**config.mk**
```make
export PLATFORM = sky130hd
export DESIGN_NAME = seven_seg_scan_controller
export DESIGN_NICKNAME = d
export VERILOG_FILES = /design/src/rtl/seven_seg_pkg.sv /design/src/rtl/seven_seg_scan_controller_scan_prescaler.sv /design/src/rtl/seven_seg_scan_controller.sv
export SDC_FILE = /design/constraint.sdc
export NUM_CORES = 1
export LEC_CHECK = 0
export CAP_MARGIN = 25
export CORE_MARGIN = 4
export CORE_UTILIZATION = 43
export DETAILED_ROUTE_END_ITERATION = 10
export GPL_TIMING_DRIVEN = 0
export PLACE_DENSITY = 0.81
export RECOVER_POWER = 50
export SLEW_MARGIN = 40
export SYNTH_ARGS = -nofsm -noshare
export SYNTH_HDL_FRONTEND = slang
export SYNTH_HIERARCHICAL = 1
export SYNTH_SLANG_ARGS = --single-unit
export TNS_END_PERCENT = 5
```
**constraint.sdc**
```tcl
create_clock -name clk -period 1.8 [get_ports clk]
set_clock_uncertainty 0.1 [all_clocks]
set_input_delay 0.45 -clock clk [delete_from_list [all_inputs] [get_ports clk]]
set_output_delay 0.45 -clock clk [all_outputs]
set_load 0.02 [all_outputs]
```
**src/rtl/seven_seg_pkg.sv**
```systemverilog
// Shared constants for the seven-segment scan controller.
//   ANODE_*  : active-low anode patterns, one per digit slot, plus all-off
//   SLOT_*   : slot index values (A, B, A+B, A-B)
//   slot_anode() : maps a slot index to its anode pattern
package seven_seg_pkg;

  localparam logic [3:0] ANODE_OFF  = 4'b1111;
  localparam logic [3:0] ANODE_A    = 4'b1110;
  localparam logic [3:0] ANODE_B    = 4'b1101;
  localparam logic [3:0] ANODE_SUM  = 4'b1011;
  localparam logic [3:0] ANODE_DIFF = 4'b0111;

  localparam logic [1:0] SLOT_A    = 2'd0;
  localparam logic [1:0] SLOT_B    = 2'd1;
  localparam logic [1:0] SLOT_SUM  = 2'd2;
  localparam logic [1:0] SLOT_DIFF = 2'd3;

  function automatic logic [3:0] slot_anode(input logic [1:0] slot);
    logic [3:0] pattern;
    pattern = ANODE_OFF;
    case (slot)
      SLOT_A:    pattern = ANODE_A;
      SLOT_B:    pattern = ANODE_B;
      SLOT_SUM:  pattern = ANODE_SUM;
      SLOT_DIFF: pattern = ANODE_DIFF;
      default:   pattern = ANODE_OFF;
    endcase
    return pattern;
  endfunction

endpackage

```
**src/rtl/seven_seg_scan_controller_scan_prescaler.sv**
```systemverilog
// Slot timing for the display scan.
//   clk, reset : system clock, synchronous active-high reset
//   slot_cnt   : cycle position inside the current digit slot
//   idx        : current digit slot (0..3), advances when slot_cnt wraps
//   slot_wrap  : high on the last cycle of a slot
module scan_prescaler
  import seven_seg_pkg::*;
#(
  parameter int REFRESH_DIV = 100000,
  localparam int CNT_W = $clog2(REFRESH_DIV)
) (
  input  logic             clk,
  input  logic             reset,
  output logic [CNT_W-1:0] slot_cnt,
  output logic [1:0]       idx,
  output logic             slot_wrap
);

  // Equality compare so non-power-of-two dividers wrap exactly.
  localparam logic [CNT_W-1:0] LAST_CNT = CNT_W'(REFRESH_DIV - 1);

  assign slot_wrap = (slot_cnt == LAST_CNT);

  always_ff @(posedge clk) begin
    if (reset) begin
      slot_cnt <= '0;
      idx      <= SLOT_A;
    end else if (slot_wrap) begin
      slot_cnt <= '0;
      idx      <= idx + 2'd1;  // 3 -> 0 wraps naturally
    end else begin
      slot_cnt <= slot_cnt + 1'b1;
    end
  end

endmodule

```
**src/rtl/seven_seg_scan_controller.sv**
```systemverilog
// Time-multiplexed scan controller for a 4-digit seven-segment display.
// Rotates an active-low anode strobe over the A, B, A+B and A-B slots,
// blanks the first GUARD_CYCLES of each slot against ghosting, and
// snapshots the operands and per-digit enables once per frame.
//   clk, reset        : system clock, synchronous active-high reset
//   A/B/AplusB/AminusB: live 4-bit operand values
//   digit_en          : per-slot enable (bit0 = A ... bit3 = A-B)
//   hold              : 1 skips the frame snapshot (display frozen)
//   anode             : active-low digit strobe
//   *_disp            : snapshotted values for the decoder
//   frame_start       : high on the first cycle of each frame
module seven_seg_scan_controller
  import seven_seg_pkg::*;
#(
  parameter int REFRESH_DIV  = 100000,
  parameter int GUARD_CYCLES = 1000
) (
  input  logic       clk,
  input  logic       reset,
  input  logic [3:0] A,
  input  logic [3:0] B,
  input  logic [3:0] AplusB,
  input  logic [3:0] AminusB,
  input  logic [3:0] digit_en,
  input  logic       hold,
  output logic [3:0] anode,
  output logic [3:0] A_disp,
  output logic [3:0] B_disp,
  output logic [3:0] AplusB_disp,
  output logic [3:0] AminusB_disp,
  output logic       frame_start
);

  localparam int CNT_W = $clog2(REFRESH_DIV);

  logic [CNT_W-1:0] slot_cnt;
  logic [1:0]       idx;
  logic             slot_wrap;
  logic [3:0]       en_q;
  logic             frame_start_reg;
  logic             in_guard;
  logic             slot_on;

  scan_prescaler #(
    .REFRESH_DIV(REFRESH_DIV)
  ) u_prescaler (
    .clk      (clk),
    .reset    (reset),
    .slot_cnt (slot_cnt),
    .idx      (idx),
    .slot_wrap(slot_wrap)
  );

  // Registered marker for slot_cnt==0 && idx==0: set by reset (counters
  // return to zero) and by the wrap out of the last slot.
  always_ff @(posedge clk) begin
    if (reset) begin
      frame_start_reg <= 1'b1;
    end else begin
      frame_start_reg <= slot_wrap && (idx == SLOT_DIFF);
    end
  end

  assign frame_start = frame_start_reg;

  // Snapshot once per frame so a digit never changes mid-frame.
  always_ff @(posedge clk) begin
    if (reset) begin
      A_disp       <= '0;
      B_disp       <= '0;
      AplusB_disp  <= '0;
      AminusB_disp <= '0;
      en_q         <= '0;
    end else if (frame_start_reg && !hold) begin
      A_disp       <= A;
      B_disp       <= B;
      AplusB_disp  <= AplusB;
      AminusB_disp <= AminusB;
      en_q         <= digit_en;
    end
  end

  // With no guard interval the compare would be constant-false, so it is
  // elided entirely.
  generate
    if (GUARD_CYCLES == 0) begin : g_no_guard
      assign in_guard = 1'b0;
    end else begin : g_guard
      localparam logic [CNT_W-1:0] GUARD_VAL = CNT_W'(GUARD_CYCLES);
      assign in_guard = (slot_cnt < GUARD_VAL);
    end
  endgenerate

  assign slot_on = !in_guard && en_q[idx];

  // Driven from registers only, so at most one anode bit is ever low.
  always_comb begin
    anode = ANODE_OFF;
    if (slot_on) begin
      anode = slot_anode(idx);
    end
  end

endmodule
```
# Word level (Yosys, flattened, before mapping)

Cells that the tools add are included.

Word-level logic and storage cells: 27
Bits in latches: 0
Memory bits (writable): 0
Bits in read-only memories: 0
Bits in registers: 40
Memories: 0
Input bits: 23

Equality and inequality tests: 4
Bitwise gates (word level): 0
Divide/modulo/power cells: 0
Multipliers: 0
$add $sub $neg: 2
Shift-type cells: 0
Magnitude comparators: 2
Reductions and logical operators: 7
Multiplexer cells: 4

Operators with widths:

| kind                                                                   | number |
|---|---|
| 17-bit by 1-bit adder with 17-bit output, second input constant        | 1 |
| 17-bit == test, second input constant                                  | 1 |
| 17-bit by 10-bit < comparator with 1-bit output, second input constant | 1 |
| 4-bit one-hot mux with 4 select lines                                  | 1 |
| 2-bit == test, second input constant                                   | 2 |
| 4-bit two-way mux                                                      | 1 |
| 1-bit logical AND                                                      | 3 |
| 2-bit by 3-bit < comparator with 1-bit output, second input constant   | 1 |
| 2-bit by 1-bit adder with 2-bit output, second input constant          | 1 |
| 1-bit binary-select mux with 2-bit select                              | 1 |
| 2-bit by 1-bit == test with 1-bit output, second input constant        | 1 |
| 1-bit zero test                                                        | 2 |
| 2-bit zero test                                                        | 1 |
| 2-bit OR reduction                                                     | 1 |
| 1-bit two-way mux                                                      | 1 |

# Longest topological paths before layout

Word-level depth: 4
Depth in mapped cells: 7
Mapped depth without buffers: 5

# Hierarchy

Netlist, hierarchy kept.

Modules (own cells, without submodules):

| module                    | cells an instance | area an instance (um^2) | sequential area each (um^2) | instances |
|---|---|---|---|---|
| scan_prescaler            | 97                | 898.4                   | 380.4                       | 1 |
| seven_seg_scan_controller | 104               | 805.8                   | 420.4                       | 1 |

# Worst setup path before layout

OpenSTA, ideal clock, no wires.

Kind: register to register
From: register u_prescaler.slot_cnt[14]
To: register u_prescaler.slot_cnt[15]
Path slack: -0.024 ns
Cell stages (with the launch flop): 7
Data arrival time: 1.610 ns
Setup time: 0.115 ns
Required time: 1.585 ns
Path through: dfxtp_1 > or4_4 > nor4_4 > or2_1 > buf_6 > buf_12 > nor2_1

Longest elaborated chain between the ends: 2

Ends and longest elaborated chain:

| element                             | RTL line                                       | RTL |
|---|---|---|
| start: declaration                  | seven_seg_scan_controller_scan_prescaler.sv:14 | `output logic [CNT_W-1:0] slot_cnt,` |
| start signal: assignment            | seven_seg_scan_controller_scan_prescaler.sv:32 | `slot_cnt <= slot_cnt + 1'b1;` |
| 17-bit == test                      | seven_seg_scan_controller_scan_prescaler.sv:22 | `assign slot_wrap = (slot_cnt == LAST_CNT);` |
| named net slot_wrap                 | seven_seg_scan_controller.sv:38                | `logic slot_wrap;` |
| 2-bit OR reduction (no source line) | n/a                                            |  |

The timed path passes the listed nets, and every way through them passes these cells.
A chain may end at the register's enable or synchronous reset.

# Worst setup path after layout

From: register u_prescaler.slot_cnt[15]
To: output port anode[0]

Longest elaborated chain between the ends: 4

Ends and longest elaborated chain:

| element                                         | RTL line                        | RTL |
|---|---|---|
| 17-bit by 10-bit < comparator with 1-bit output | seven_seg_scan_controller.sv:90 | `assign in_guard = (slot_cnt < GUARD_VAL);` |
| 1-bit zero test                                 | seven_seg_scan_controller.sv:94 | `assign slot_on = !in_guard && en_q[idx];` |
| 1-bit logical AND                               | seven_seg_scan_controller.sv:94 |  |
| 4-bit two-way mux                               | seven_seg_scan_controller.sv:99 | `if (slot_on) begin` |
| end: declaration                                | seven_seg_scan_controller.sv:26 | `output logic [3:0] anode,` |

Every way passes these cells.

==> impl_metrics.ini <==
[critical_path]
crit_chain = nor4_4 > nand2_2 > o211ai_1 > buf_4
critPathSlowestCell = dfxtp_2
path_max_fanout = 4
ff2ff_setup_slack_ns = -0.13
crit_required_ns = 1.25
cp.arrival_ns = 1.39
reg2regPathDepth = 6
critPathTopFamily = simple AND/OR/NAND/NOR gates
end_kind = output pin
crit_buf_inv = 1
slowest_delay_ns = 0.34
crit_type = register to output pin
cp-start-kind = register
crit_cells = 4

[power_and_ir_drop]
power_frac_comb_pct = 10.0
powerDensity_nw_per_um2 = 769.1
p_sw_share_pct = 21.76
pwr-share-clk_pct = 38.8
irDropWorstVdd_mv = 0.4354
power.leakage_nw = 0.8188
p_int_mw = 1.417
p_sw_mw = 0.3941
p_seq_share_pct = 51.2

[yosys]
syn-num-nets = 225
yosysUniqueCellTypes = 35
seq_area_frac_synth_pct = 46.99
synthCells = 201
synth_top_cell_by_area = dfxtp_1
yosysMostFrequentCell = nand2_1
yosys-top-cells-count = 45 x nand2_1, 40 x dfxtp_1, 22 x nor2_1
yosys_warnings = 6
ys_ff_latch = 40
async_flop_share_pct = 0
synth.area.top_cells = dfxtp_1 47%, nand2_1 9.9%, xnor2_1 7.2%
syn_avg_cell_area_um2 = 8.478
synth_top_area_share_pct = 46.99
synth_ff_type = dfxtp_1
netlist_area_um2 = 1704
synth_edf_count = 0

[drt]
ant_nets = 0
routed_wl_um = 4130
drc = 0
drt_iter0_drc = 102
wl_per_cell_um = 13.50
num_vias = 1579
routed_via_density = 5.160
dr.pass1.iters = 4

[sta]
fin_crit_sh_pct = 107.7
drv_slew = 0
hold_ws_ns = 0.3545
max_freq_mhz = 516.1
max_slew_margin_pct = 70.48
setup_slack_ns = -0.1378
rsz0062_at_grt = true
max_slew.worst_pin.slew_ns = 0.4428
finalSetupViolations = 18
period_needed_ns = 1.938
hold_viol_final = 0

[die]
ios = 44
core-area_um2 = 3744
start_util_pct = 45.52
rows = 22
dieHeight_um = 70.96
dieArea_um2 = 5035
die_width_um = 70.96

[finish]
fin_util_pct = 62.90
multiInputGateArea_um2 = 858.3
regMostFlops = u_prescaler/slot_cnt
fillCellCount = 330
num_antenna_cells = 0
fin_area_um2 = 2355
area_growth_pct = 38.18
drive_above_1_share_pct = 18.60
ff_latch_area_um2 = 815.8
nNetsFinal = 281
largest_register_ffs = 17

[status]
status = finished with violations
failed_checks = negative setup slack

[grt]
grt_usage_pct = 16.04
grt_pass1_wl_um = 6458
grt_pass1_vias = 1391
overflow = 0
grt_antenna_before_repair = 0
grt_max_degree = 13

[cts]
ctsHtreeMaxLevel = 2
cts_tree = done
ctsRootBufferMaster = clkbuf_8
cts_buffers = 5
hold_buffers = 0
clkLatencyLatePin_ns = 0.29
cts_max_path_buffers = 2
cts.sinks = 40
cts.clk_slew.worst_paths_ns = 0.07

[placement]
dp_hpwl_um = 2737
placed_cell_area_um2 = 2195
place_ws_ns = -0.3929
port_buffers = 43
place_congestion = 0.8257

[job]
cap_violations = 0

[worst_hold_path]
min_path_type = register to register
whs_path_depth = 2
## placed cells by master (no fill, tap or decap), drive strengths merged, types with 2 or more instances in the layout
cell type / count
clkbuf: 14
nand4: 5
nor2: 24
nor3: 4
inv: 5
o21ai: 2
a21oi: 21
xnor2: 14
or4: 3
nor2b: 2
nor4: 9
dlygate4sd2: 4
dfxtp: 40
buf: 16
nand2: 45
clkdlybuf4s50: 28
o2111ai: 2
or2: 2
nand3: 6
## cell families (layout without fill, tap and decap cells)
group	Yosys count	after routing	synth area share (%)
compound gates	28	28	9.178
xor+xnor	15	15	7.709
fa+ha+maj	1	1	0.7341
buf+inv	13	70	4.846
flops	40	40	46.99
mux	1	1	0.6607
simple gates	103	103	29.88
## per-layer routing
layer / GRT usage (%) / vias to the layer above / part of all wire (%)
met1: 19.60 / 727 / 43
li1: - / 792 / -
met5: 0 / - / 0
met2: 26.98 / 49 / 48
met4: 6.889 / 0 / 2.4
met3: 3.693 / 11 / 6.2
## worst reg2reg max path, cell delays in order, from the launching register on
cell	delay [ns]
dfxtp_2	0.39
or4bb_4	0.56
nor4_4	0.29
or2_1	0.16
buf_6	0.14
buf_12	0.13
nor2_1	0.05
## power by group through the flow
stage / combinational (mW) / clock (mW) / sequential (mW)
2_1_floorplan: 0.0663 / 0 / 0.969
3_3_place_gp: 0.184 / 0 / 0.947
3_5_place_dp: 0.186 / 0 / 0.949
4_1_cts: 0.185 / 0.725 / 0.927
5_1_grt: 0.196 / 0.751 / 0.931
6_report: 0.181 / 0.703 / 0.927
## per-stage QoR
step                      setup TNS [ns]  power, mW  instances
after global placement            -2.557      1.132        292
after global routing              -3.436      1.878        306
final                             -1.968      1.811        306
after detailed placement          -2.719      1.135        292
after CTS                         -1.932      1.836        302
after floorplan                  -0.2183      1.035        201
## area by class of cell
type / instances / share of cell area (%)
tap: 48 / 2.550
clock inverter: 2 / 1.488
multi-input combinational: 148 / 36.45
buffer: 8 / 2.710
clock buffer: 6 / 3.082
sequential: 40 / 34.64
timing repair buffer: 49 / 18.28
inverter: 5 / 0.7970
## worst paths after layout
kind | from | to
max | u_prescaler/slot_cnt[15]$_SDFF_PP0_ | anode[0]
min reg2reg | AminusB_disp[2]$_SDFFE_PP0P_ | AminusB_disp[2]$_SDFFE_PP0P_
max reg2reg | u_prescaler/slot_cnt[9]$_SDFF_PP0_ | u_prescaler/slot_cnt[13]$_SDFF_PP0_
min | AminusB_disp[2]$_SDFFE_PP0P_ | AminusB_disp[2]$_SDFFE_PP0P_
## timing repair
action,in CTS,in global routing
resized for setup,35,18
pin swaps,5,8
endpoints found under the setup margin,24,27
setup buffers,2,4
No activity file was read; power rests on OpenSTA's default activity.
